**config.mk**
```make
export PLATFORM = sky130hd
export DESIGN_NAME = imm_gen_pipe
export DESIGN_NICKNAME = d
export VERILOG_FILES = /design/src/rtl/imm_gen_pipe.sv
export SDC_FILE = /design/constraint.sdc
export NUM_CORES = 1
export LEC_CHECK = 0
export ABC_AREA = 1
export BUFFER_PORTS_ARGS = -buffer_cell sky130_fd_sc_hd__buf_2
export CAP_MARGIN = 0
export CORE_AREA = 2 2 96 98
export DETAILED_ROUTE_END_ITERATION = 12
export DIE_AREA = 0 0 98 100
export GPL_TIMING_DRIVEN = 1
export PLACE_DENSITY_LB_ADDON = 0.3
export SYNTH_ARGS = -nofsm -noshare
export SYNTH_HDL_FRONTEND = slang
export SYNTH_SLANG_ARGS = --single-unit
```
**constraint.sdc**
```tcl
create_clock -name clk -period 2.44 [get_ports clk]
set_input_delay 0.122 -clock clk [delete_from_list [all_inputs] [get_ports clk]]
set_output_delay 0.122 -clock clk [all_outputs]
set_load 0.05 [all_outputs]
```
**src/rtl/imm_gen_pipe.sv**
```systemverilog
// imm_gen_pipe: single-stage immediate generator with a valid/ready output
// register and an optional prefix register that widens the M and LDI formats.
module imm_gen_pipe #(
   parameter int DATA_W     = 64,
   parameter bit EXT_PREFIX = 1'b1
) (
   input  logic              clk,
   input  logic              rst,
   input  logic              in_valid,
   output logic              in_ready,
   input  logic [24:0]       imm_src,
   input  logic [2:0]        imm_sel,
   input  logic [DATA_W-1:0] i_regs,
   input  logic              flush,
   output logic              out_valid,
   input  logic              out_ready,
   output logic [DATA_W-1:0] imm_out,
   output logic              pfx_pending,
   output logic              pfx_err
);

   localparam logic [2:0] IMM_M    = 3'b000;
   localparam logic [2:0] IMM_BR   = 3'b001;
   localparam logic [2:0] IMM_LDI  = 3'b010;
   localparam logic [2:0] IMM_LDUI = 3'b011;
   localparam logic [2:0] IMM_PFX  = 3'b100;

   logic              valid_reg;
   logic [DATA_W-1:0] imm_reg;
   logic [24:0]       prefix_reg;
   logic              pend_reg;
   logic              err_reg;

   logic              accept;
   logic              is_pfx;
   logic              widens;
   logic              err_next;
   logic [DATA_W-1:0] imm_next;

   // Only the low 17 bits of the register operand feed the LDUI format.
   logic              unused_bits;
   assign unused_bits = ^i_regs[DATA_W-1:17];

   // Ready depends only on the output register, never on flush.
   assign in_ready = !valid_reg || out_ready;
   assign accept   = in_valid && in_ready && !flush;

   // With the prefix mode disabled the PFX code is just another unlisted code.
   assign is_pfx = EXT_PREFIX && (imm_sel == IMM_PFX);

   // M and LDI are the only formats that legitimately consume a prefix.
   assign widens   = (imm_sel == IMM_M) || (imm_sel == IMM_LDI);
   assign err_next = accept && pend_reg && (is_pfx || !widens);

   // Format decode; the prefix only participates when one is pending.
   always_comb begin
      imm_next = '0;
      case (imm_sel)
         IMM_M: begin
            if (pend_reg)
               imm_next = {{(DATA_W-35){prefix_reg[24]}}, prefix_reg, imm_src[9:0]};
            else
               imm_next = {{(DATA_W-10){imm_src[9]}}, imm_src[9:0]};
         end
         IMM_LDI: begin
            if (pend_reg)
               imm_next = {{(DATA_W-45){prefix_reg[24]}}, prefix_reg, imm_src[19:0]};
            else
               imm_next = {{(DATA_W-20){imm_src[19]}}, imm_src[19:0]};
         end
         IMM_LDUI: imm_next = {{(DATA_W-32){1'b0}}, imm_src[14:0], i_regs[16:0]};
         IMM_BR:   imm_next = {{(DATA_W-17){1'b0}}, imm_src[16], 4'b0000, imm_src[15:4]};
         default:  imm_next = '0;
      endcase
   end

   // Output register, prefix storage and misuse pulse; flush drops everything.
   always_ff @(posedge clk or posedge rst) begin
      if (rst) begin
         valid_reg  <= 1'b0;
         imm_reg    <= '0;
         prefix_reg <= '0;
         pend_reg   <= 1'b0;
         err_reg    <= 1'b0;
      end else if (flush) begin
         valid_reg <= 1'b0;
         pend_reg  <= 1'b0;
         err_reg   <= 1'b0;
      end else begin
         err_reg <= err_next;
         if (accept && !is_pfx) begin
            valid_reg <= 1'b1;
            imm_reg   <= imm_next;
            pend_reg  <= 1'b0;
         end else if (out_ready) begin
            valid_reg <= 1'b0;
         end
         if (accept && is_pfx) begin
            prefix_reg <= imm_src;
            pend_reg   <= 1'b1;
         end
      end
   end

   assign out_valid   = valid_reg;
   assign imm_out     = imm_reg;
   assign pfx_pending = EXT_PREFIX && pend_reg;
   assign pfx_err     = EXT_PREFIX && err_reg;

endmodule

```
==> metrics.txt <==
post-detailed-placement cell area ~4600 um2; RSZ-0062 raised after global routing false; synth top area cells dfrtp_1, nand2_1, nor2_1, nand4_1, buf_4; Pwr Total approximately 3.6 mW; Post-Syn Nets between 700 and 800; achievable frequency roughly 570 MHz; vias per inst 5.25; CP peak stage delay roughly 0.56 ns; port bufs 117; Worst EP required roughly 2.7 ns; number of remaining DRC errors 0; clock share of power 0.292; sequential share of power 0.412; I/O Pins between 150 and 200; Clock Latency Late Sink 0.35 ns; Reg clk slew, reported paths 0.08 ns; final global-route overflow total 0; core area a little under 9000 um2; Post-CTS Setup Inserts 0; Synth warnings 0; vias in the first global route 3853; Hold Crit Class in2reg; antenna-violating nets left 0; combinational power share 0.296; Final Wtd Congestion between 0.8 and 0.9; global-route usage over all layers 0.242; NetSw approximately 1.4 mW; DR vias roughly 4300; Final HPWL DP a little over 8000 um; most common cell in the synthesized netlist nand2_1; Crit Path Class reg2reg; P_leak slightly below 3 nW; H-tree depth 3; Most used DFF post-synth dfrtp_1; Bufs on Longest Clock Path 2; initial antenna violation count 0; Synth async-reset ratio 1.00; CTS tree built; MaxCap Viol Count 0; syn avg cell area between 6 and 7 um2; final WL 11400 um; top cell type by total area after synthesis dfrtp_1; fin crit period 1.75 ns; Final Setup Violations 0; Startpoint Class flop; final worst path period share 0.717; clk_skew approximately 0.010 ns; post-route setup TNS 0 ns; largest net degree at the start of global routing 47; Max-slew headroom 0.644; Cells after Synth roughly 610; Power Internal 2.26 mW; Synth Register Bits 73; share of the synthesized area in the top cell type 0.433; max reg flops 45; switch share 0.377; final instance area ~4900 um2; worst slew pin tran 0.533 ns; Syn-to-layout area delta 17.3%; nets@finish between 700 and 800; drt first-iter violations 378; crit-path most repeated cell nand2_1; clock root cell clkbuf_8; CTS buffer count 9; CP max stage cell dfrtp_1; fin. max-slew vios 0; Initial Util 0.474; Power Dens Cells 735 nW/um2; Placed Cells between 700 and 800; layout cell share with drive strength beyond 1 0.228; drt pass-1 iters 6; DIE HEIGHT approximately 100 um; top cell types by occurrence after synthesis nand2_1, nor2_1, dfrtp_1; antenna diode count 0; final hold violation count 0; Cell Chain, Critical Path nor2_2 > buf_4 > nor2_1 > nand2_1 > nand3_1 > nand2_1 > nand2_1; Synth Cell Area roughly 4200 um2; routed len/inst between 10 and 15 um; fin cells between 800 and 900; CP Capture Type flop; sequential fraction of the synthesis area 0.433; Yosys cell types 24; Worst Path Arrival 1.99 ns; first-pass GRT wire length about 19000 um; die area 9800 um2; Max VDD drop slightly below 0.3 mV; Post-synth EDFFs 0; status complete, no violations; CP max FO 14; Row Count 35; Chip Width between 90 and 100 um; Clock Sink Count 73
==> cell usage in the layout, fill, tap and decap left out, drive strengths merged <==
| cell type | count |
|---|---|
| nand2 | 294 |
| buf | 125 |
| nor2 | 80 |
| dfrtp | 73 |
| nand3 | 32 |
| nand4 | 29 |
| inv | 29 |
| o21ai | 14 |
| clkbuf | 12 |
| dlygate4sd3 | 9 |
| a21oi | 3 |
| bufinv | 2 |
| nor4 | 1 |
| nand3b | 1 |
| clkinv | 1 |
| clkinvlp | 1 |
==> path summary, 6_finish.rpt <==
kind | slack, ns | end | depth (start not counted) | startpoint
worst max-delay path | 0.69 | imm_out[29] | 7 | pfx_pending
worst min-delay path | 0.02 | prefix_reg[17] | 3 | imm_src[17]
worst max register to register | 0.69 | imm_out[29] | 7 | pfx_pending
worst min register to register | 0.47 | imm_out[29] | 2 | imm_out[29]
max in group asynchronous | 1.35 | imm_out[0] | 4 | rst
min in group asynchronous | 0.36 | imm_out[17] | 3 | rst
==> layer usage <==
metal | GRT usage | wire length (um) | up-vias
li1 | - | - | 2062
met1 | 0.332 | 4990 | 1972
met2 | 0.378 | 5120 | 233
met3 | 0.0599 | 1100 | 26
met4 | 0.0801 | 238 | 0
met5 | 0 | 0 | -
==> critical path: cells and delay by family (launching register included) <==
kind	cells	cell delay [ns]
AND/OR/NAND/NOR	6	0.78
flip-flops	1	0.56
buffers and inverters	1	0.29
==> power groups by stage <==
| stage | clock network (mW) | registers (mW) | logic (mW) |
|---|---|---|---|
| 2_1_floorplan | 0 | 1.83 | 0.526 |
| 3_3_place_gp | 0 | 1.51 | 1.06 |
| 3_5_place_dp | 0 | 1.52 | 1.07 |
| 4_1_cts | 1.08 | 1.49 | 1.08 |
| 5_1_grt | 1.15 | 1.52 | 1.17 |
| 6_report | 1.06 | 1.50 | 1.08 |
==> area by class of cell <==
cell class	instances	area [um2]
fillers	881	3950
multi-input cells	454	1910
flip-flops and latches	73	1830
repair buffers	134	736
clock buffers	12	145
well taps	111	139
inverters	29	116
clock inverters	4	76.3
==> kinds of logic (layout without fill, tap and decap cells) <==
family,Yosys count,after routing,share of synthesized area
compound gates,17,17,0.0202
buf+inv,84,179,0.114
flops,73,73,0.433
simple gates,437,437,0.432
==> metrics by stage <==
stage,worst slack (ns),hold slack [ns],utilization
global placement,0.709,0.191,0.521
detailed placement,0.697,0.205,0.521
finish,0.690,0.0189,0.556
floorplan,0.465,0.217,-
CTS,0.723,0.00582,0.556
global route,0.540,0.0165,0.556
==> what timing repair did <==
action,CTS,global route
hold buffers,9,0
setup endpoints to repair,0,0
resized for setup,0,0
hold endpoints to repair,33,0
(Power assumes the default switching activity.)
